**src/rtl/pipeline_id_ex_reg.sv**
```systemverilog
// ID/EX pipeline register for the 5-stage MIPS core.
// Holds on stall, inserts a zeroed bubble on flush, and counts bubbles with saturation.
module pipeline_id_ex_reg #(
  parameter int DATA_W  = 32,
  parameter int RA_W    = 5,
  parameter int WB_W    = 2,
  parameter int M_W     = 2,
  parameter int ALUOP_W = 2,
  parameter int CNT_W   = 16
) (
  input  logic                          clk_i,
  input  logic                          rst_n_i,
  input  logic                          stall_i,
  input  logic                          flush_i,
  input  logic                          valid_i,
  input  logic [WB_W+M_W+ALUOP_W+1:0]   ctrl_i,
  input  logic [DATA_W-1:0]             pc_add4_i,
  input  logic [DATA_W-1:0]             rs_data_i,
  input  logic [DATA_W-1:0]             rt_data_i,
  input  logic [DATA_W-1:0]             imm_i,
  input  logic [RA_W-1:0]               rs_addr_i,
  input  logic [RA_W-1:0]               rt_addr_i,
  input  logic [RA_W-1:0]               rd_addr_i,
  output logic                          valid_o,
  output logic [WB_W-1:0]               wb_o,
  output logic [M_W-1:0]                m_o,
  output logic                          alu_src_o,
  output logic [ALUOP_W-1:0]            alu_op_o,
  output logic                          reg_dst_o,
  output logic [DATA_W-1:0]             pc_add4_o,
  output logic [DATA_W-1:0]             rs_data_o,
  output logic [DATA_W-1:0]             rt_data_o,
  output logic [DATA_W-1:0]             imm_o,
  output logic [RA_W-1:0]               rs_addr_o,
  output logic [RA_W-1:0]               rt_addr_o,
  output logic [RA_W-1:0]               rd_addr_o,
  output logic [RA_W-1:0]               dst_addr_o,
  output logic [CNT_W-1:0]              bubble_cnt_o
);

  localparam int CW = WB_W + M_W + ALUOP_W + 2;
  localparam logic [CNT_W-1:0] CNT_MAX = {CNT_W{1'b1}};
  localparam logic [CNT_W-1:0] CNT_ONE = {{(CNT_W-1){1'b0}}, 1'b1};

  logic              valid_r;
  logic [CW-1:0]     ctrl_r;
  logic [DATA_W-1:0] pc_add4_r;
  logic [DATA_W-1:0] rs_data_r;
  logic [DATA_W-1:0] rt_data_r;
  logic [DATA_W-1:0] imm_r;
  logic [RA_W-1:0]   rs_addr_r;
  logic [RA_W-1:0]   rt_addr_r;
  logic [RA_W-1:0]   rd_addr_r;
  logic [RA_W-1:0]   dst_addr_r;
  logic [CNT_W-1:0]  bubble_cnt_r;
  logic [RA_W-1:0]   dst_sel_s;

  // Resolve the destination register from the incoming RegDst bit
  always_comb begin
    dst_sel_s = rt_addr_i;
    if (ctrl_i[0]) begin
      dst_sel_s = rd_addr_i;
    end else begin
      dst_sel_s = rt_addr_i;
    end
  end

  // Stage register: flush beats stall beats load
  always_ff @(posedge clk_i or negedge rst_n_i) begin
    if (!rst_n_i) begin
      valid_r      <= 1'b0;
      ctrl_r       <= {CW{1'b0}};
      pc_add4_r    <= {DATA_W{1'b0}};
      rs_data_r    <= {DATA_W{1'b0}};
      rt_data_r    <= {DATA_W{1'b0}};
      imm_r        <= {DATA_W{1'b0}};
      rs_addr_r    <= {RA_W{1'b0}};
      rt_addr_r    <= {RA_W{1'b0}};
      rd_addr_r    <= {RA_W{1'b0}};
      dst_addr_r   <= {RA_W{1'b0}};
      bubble_cnt_r <= {CNT_W{1'b0}};
    end else if (flush_i) begin
      valid_r      <= 1'b0;
      ctrl_r       <= {CW{1'b0}};
      pc_add4_r    <= {DATA_W{1'b0}};
      rs_data_r    <= {DATA_W{1'b0}};
      rt_data_r    <= {DATA_W{1'b0}};
      imm_r        <= {DATA_W{1'b0}};
      rs_addr_r    <= {RA_W{1'b0}};
      rt_addr_r    <= {RA_W{1'b0}};
      rd_addr_r    <= {RA_W{1'b0}};
      dst_addr_r   <= {RA_W{1'b0}};
      if (bubble_cnt_r != CNT_MAX) begin
        bubble_cnt_r <= bubble_cnt_r + CNT_ONE;
      end else begin
        bubble_cnt_r <= bubble_cnt_r;
      end
    end else if (!stall_i) begin
      valid_r      <= valid_i;
      ctrl_r       <= ctrl_i;
      pc_add4_r    <= pc_add4_i;
      rs_data_r    <= rs_data_i;
      rt_data_r    <= rt_data_i;
      imm_r        <= imm_i;
      rs_addr_r    <= rs_addr_i;
      rt_addr_r    <= rt_addr_i;
      rd_addr_r    <= rd_addr_i;
      dst_addr_r   <= dst_sel_s;
      bubble_cnt_r <= bubble_cnt_r;
    end else begin
      valid_r      <= valid_r;
      ctrl_r       <= ctrl_r;
      pc_add4_r    <= pc_add4_r;
      rs_data_r    <= rs_data_r;
      rt_data_r    <= rt_data_r;
      imm_r        <= imm_r;
      rs_addr_r    <= rs_addr_r;
      rt_addr_r    <= rt_addr_r;
      rd_addr_r    <= rd_addr_r;
      dst_addr_r   <= dst_addr_r;
      bubble_cnt_r <= bubble_cnt_r;
    end
  end

  // Control word is packed {WB, M, ALUSrc, ALUop, RegDst} from MSB to LSB
  assign valid_o      = valid_r;
  assign wb_o         = ctrl_r[CW-1 -: WB_W];
  assign m_o          = ctrl_r[CW-1-WB_W -: M_W];
  assign alu_src_o    = ctrl_r[ALUOP_W+1];
  assign alu_op_o     = ctrl_r[ALUOP_W:1];
  assign reg_dst_o    = ctrl_r[0];
  assign pc_add4_o    = pc_add4_r;
  assign rs_data_o    = rs_data_r;
  assign rt_data_o    = rt_data_r;
  assign imm_o        = imm_r;
  assign rs_addr_o    = rs_addr_r;
  assign rt_addr_o    = rt_addr_r;
  assign rd_addr_o    = rd_addr_r;
  assign dst_addr_o   = dst_addr_r;
  assign bubble_cnt_o = bubble_cnt_r;

endmodule

```
**config.mk**
```make
export PLATFORM = sky130hd
export DESIGN_NAME = pipeline_id_ex_reg
export DESIGN_NICKNAME = d
export VERILOG_FILES = /design/src/rtl/pipeline_id_ex_reg.sv
export SDC_FILE = /design/constraint.sdc
export NUM_CORES = 1
export LEC_CHECK = 0
export ABC_AREA = 1
export CAP_MARGIN = 25
export CORE_UTILIZATION = 30
export CTS_CLUSTER_DIAMETER = 200
export DETAILED_ROUTE_END_ITERATION = 10
export GPL_TIMING_DRIVEN = 0
export MAX_ROUTING_LAYER = met4
export PLACE_DENSITY = 0.61
export SETUP_SLACK_MARGIN = 0.05
export SLEW_MARGIN = 20
export SYNTH_ARGS = -nofsm -noshare
export SYNTH_HDL_FRONTEND = slang
export SYNTH_SLANG_ARGS = --single-unit
export TNS_END_PERCENT = 1
```
**constraint.sdc**
```tcl
create_clock -name clk_i -period 1.7 [get_ports clk_i]
set_clock_uncertainty 0.1 [all_clocks]
set_input_delay 0.425 -clock clk_i [delete_from_list [all_inputs] [get_ports clk_i]]
set_output_delay 0.425 -clock clk_i [all_outputs]
set_load 0.01 [all_outputs]
```
==> flow_summary_export.csv <==
group,metric,value,unit
sta,rsz0062_at_grt,"yes",
clocking,cts.path.max_buffers,2,
yosys,synth_top_family_by_area,"simple AND/OR/NAND/NOR gates",
detailed_routing,vias_per_cell,4.52,
clocking,cts_buffers,17,
global_route,grt_first_pass_wirelength,37000,microns
sta,post-route-period-util,0.966,
worst_setup_path,r2r_cells,9,
final_layout,nNetsFinal,1337,
worst_setup_path,startpoint_type,"flop",
worst_setup_path,r2r_end,"bubble_cnt_o[10]",
worst_setup_path,r2r_setup_slack,0.12,ns
yosys,syn_area_per_cell,8.71,sq um
clocking,cts_tree,"done",
power_and_ir_drop,p_int,7.51,mW
worst_setup_path,cp_slowest_cell,"dfrtp_1",
sta,hold-worst-slack,0.405,ns
place,dpl.hpwl,16700,microns
floorplan,initial_core_util,0.305,
global_route,grt_antenna_before_repair,1,
worst_hold_path,hp-class,"flop to flop",
floorplan,die_x,156,microns
yosys,synth_compound_area_frac,0.00840,
yosys,synth_area,7150,sq um
sta,slew_headroom,0.632,
detailed_routing,drt_iter0_drc,395,
yosys,yosys.area_share.adder,0.00175,
detailed_routing,firstDrtPassIters,6,
detailed_routing,wl_per_cell,15.7,microns
floorplan,die-area,24400,sq um
final_layout,most-common-layout-cells,"359 x nand2_1, 165 x nand3_1, 165 x dfrtp_1, 152 x clkdlybuf4s50_1, 131 x dlygate4sd2_1",
yosys,ys_ff_latch,173,
power_and_ir_drop,leakage,6.09,nW
final_layout,final_common_cell,"nand2_1",
run_status,status,"finished clean",
worst_setup_path,required,1.17,ns
clocking,clockRootBuffer,"clkbuf_16",
sta,worst_pin_slew,0.552,ns
detailed_routing,num_vias,6824,
worst_hold_path,min_path_cells,2,
worst_setup_path,slowest_delay,0.44,ns
worst_setup_path,cp_max_fo,4,
worst_setup_path,critPathTopFamily,"flip-flops",
yosys,synth_xor_area_frac,0.00735,
power_and_ir_drop,switching_share,0.266,
sta,setup_viol_count_final,0,
sta,fmax,609,MHz
sta,fin_tns_setup,0,ns
power_and_ir_drop,power.share.sequential,0.442,
place,portBuffers,327,
clocking,cts_sinks,173,
final_layout,drive_gt1_frac,0.0891,
sta,drv_slew,0,
clocking,insertion_delay,0.42,ns
worst_setup_path,crit_buf_inv,1,
global_route,grt_pass1_vias,6626,
clocking,cts_max_level,4,
power_and_ir_drop,comb_power_share,0.163,
yosys,synthDistinctLibCells,23,
sta,finalHoldViolCount,0,
global_route,grt_usage,0.203,
job,max-cap-violations,0,
detailed_routing,drc,0,
worst_setup_path,path_cells,"clkdlybuf4s15_2",
power_and_ir_drop,p_clk_frac,0.395,
yosys,yosysSeqAreaShare,0.606,
yosys,syn_nets,978,
yosys,yosysWarnings,0,
power_and_ir_drop,p_sw,2.73,mW
worst_setup_path,crit_arrival,1.12,ns
detailed_routing,totalWireLength,23600,microns
final_layout,area_growth,59.8,%
place,gp_routability_congestion,0.818,
worst_setup_path,crit_path_end_kind,"output port",
sta,final.min_clock_period,1.64,ns
global_route,overflow,0,
floorplan,core-area,23400,sq um
floorplan,fp.dieH,156,microns
worst_hold_path,hold_start,"ctrl_r[3]",
floorplan,ios,329,
worst_hold_path,min_to,"ctrl_r[3]",
power_and_ir_drop,p_per_area,897,nW/um^2
worst_setup_path,path_class,"flop to output port",
clocking,path_clk_slew,0.07,ns
yosys,synth-simple-area-share,0.336,
yosys,syn_inst,821,
power_and_ir_drop,ir_drop,657,uV
detailed_routing,ant_nets,0,
worst_setup_path,regToRegStartpoint,"bubble_cnt_o[0]",
global_route,grt_max_degree,90,
yosys,synth.mux.area_fraction,0,
floorplan,rows,56,
## sequential cells by signal (all words and copies together) (netlist names)
name and count:
bubble_cnt_o 16, ctrl_r 8, dst_addr_o 5, imm_o 32
pc_add4_o 32, rd_addr_o 5, rs_addr_o 5, rs_data_o 32
rt_addr_o 5, rt_data_o 32, valid_o 1
## worst register-to-register path, delay by kind of cell (launching register included)
kind,cells,cell delay (ns)
AO/OA/AOI/OAI,1,0.12
AND/OR/NAND/NOR,5,0.52
buffers and inverters,2,0.19
flip-flops,1,0.37
adder cells (fa/ha/maj),1,0.16
## power groups by stage
stage | clock network, mW | registers, mW | logic [mW]
6_report | 4.05 | 4.53 | 1.67
5_1_grt | 4.35 | 4.57 | 1.83
4_1_cts | 4.17 | 4.52 | 1.68
3_5_place_dp | 0 | 4.64 | 1.74
3_3_place_gp | 0 | 4.64 | 1.73
2_1_floorplan | 0 | 4.75 | 0.446
## layer usage
| layer | global-route usage | up-vias | wire (microns) |
|---|---|---|---|
| li1 | - | 3345 | - |
| met1 | 0.262 | 3232 | 10500 |
| met2 | 0.317 | 222 | 11400 |
| met3 | 0.0426 | 25 | 1270 |
| met4 | 0.0677 | 0 | 474 |
| met5 | - | - | 0 |
## per-stage QoR
stage	std cells	instance area, sq um	worst slack, ns	util	power, mW
after floorplan	821	7150	0.135	-	5.19
after global placement	1467	10800	-7.49	0.462	6.37
after detailed placement	1468	10900	-1.06	0.464	6.38
after CTS	1508	11400	0.00342	0.487	10.4
after global routing	1510	11400	-0.0184	0.488	10.8
final	1510	11400	0.0586	0.488	10.2
## cell families (layout without fill, tap and decap cells)
group | count (synthesis) | after routing
xor gates and xnor gates | 6 | 6
other | 0 | 1
buffers and inverters | 67 | 436
and+or+nand+nor | 562 | 562
adders and majority gates | 1 | 1
AOI/OAI and AO/OA | 12 | 12
DFF | 173 | 173
## layout make-up
type / instances / area (sq um)
fill: 2305 / 12000
sequential: 173 / 4340
timing repair buffer: 340 / 3230
multi-input combinational: 581 / 2550
clock buffer: 17 / 425
tap: 319 / 399
buffer: 52 / 241
clock inverter: 12 / 163
inverter: 15 / 63.8
antenna: 1 / 2.50
## worst max path at each step
stage                               start               end  slack (ns)  cells past startpoint
final                     bubble_cnt_o[1]   bubble_cnt_o[1]        0.06                      1
after detailed placement          flush_i     pc_add4_o[29]       -1.06                      6
after floorplan           bubble_cnt_o[0]   bubble_cnt_o[0]        0.13                     10
after CTS                 bubble_cnt_o[0]  bubble_cnt_o[10]       0.003                      9
after global routing      bubble_cnt_o[0]  bubble_cnt_o[10]       -0.02                      9
after global placement            rst_n_i      pc_add4_o[5]       -7.49                      1
## what timing repair did
action                     in CTS  in global routing
hold endpoints to repair       84                  0
hold buffers                    1                  0
pin swaps                       1                  3
setup buffers                  10                  1
gates resized for setup       240                  4
setup endpoints to repair     339                228
## synth_stat cells
cell      instances  area (sq um)
nand4_1           8          50.1
nor2_1           16          60.1
inv_2             3          11.3
nand3_1         165           826
o21ai_0          10          50.1
ha_1              1          12.5
nand2_1         360          1350
inv_4             1          6.26
o21ai_1           2          10.0
xnor2_1           5          43.8
xor2_1            1          8.76
nand3b_1          2          15.0
inv_1            11          41.3
clkbuf_1          6          22.5
buf_2            32           160
buf_1            14          52.6
nand2_4           2          22.5
nor2_2            1          6.26
nor3_2            1          10.0
nor3_1            1          5.00
dfrtp_1         173          4330
nand2_2           3          18.8
nor2_4            3          33.8
Note: power is estimated with default switching activity, not from simulation.
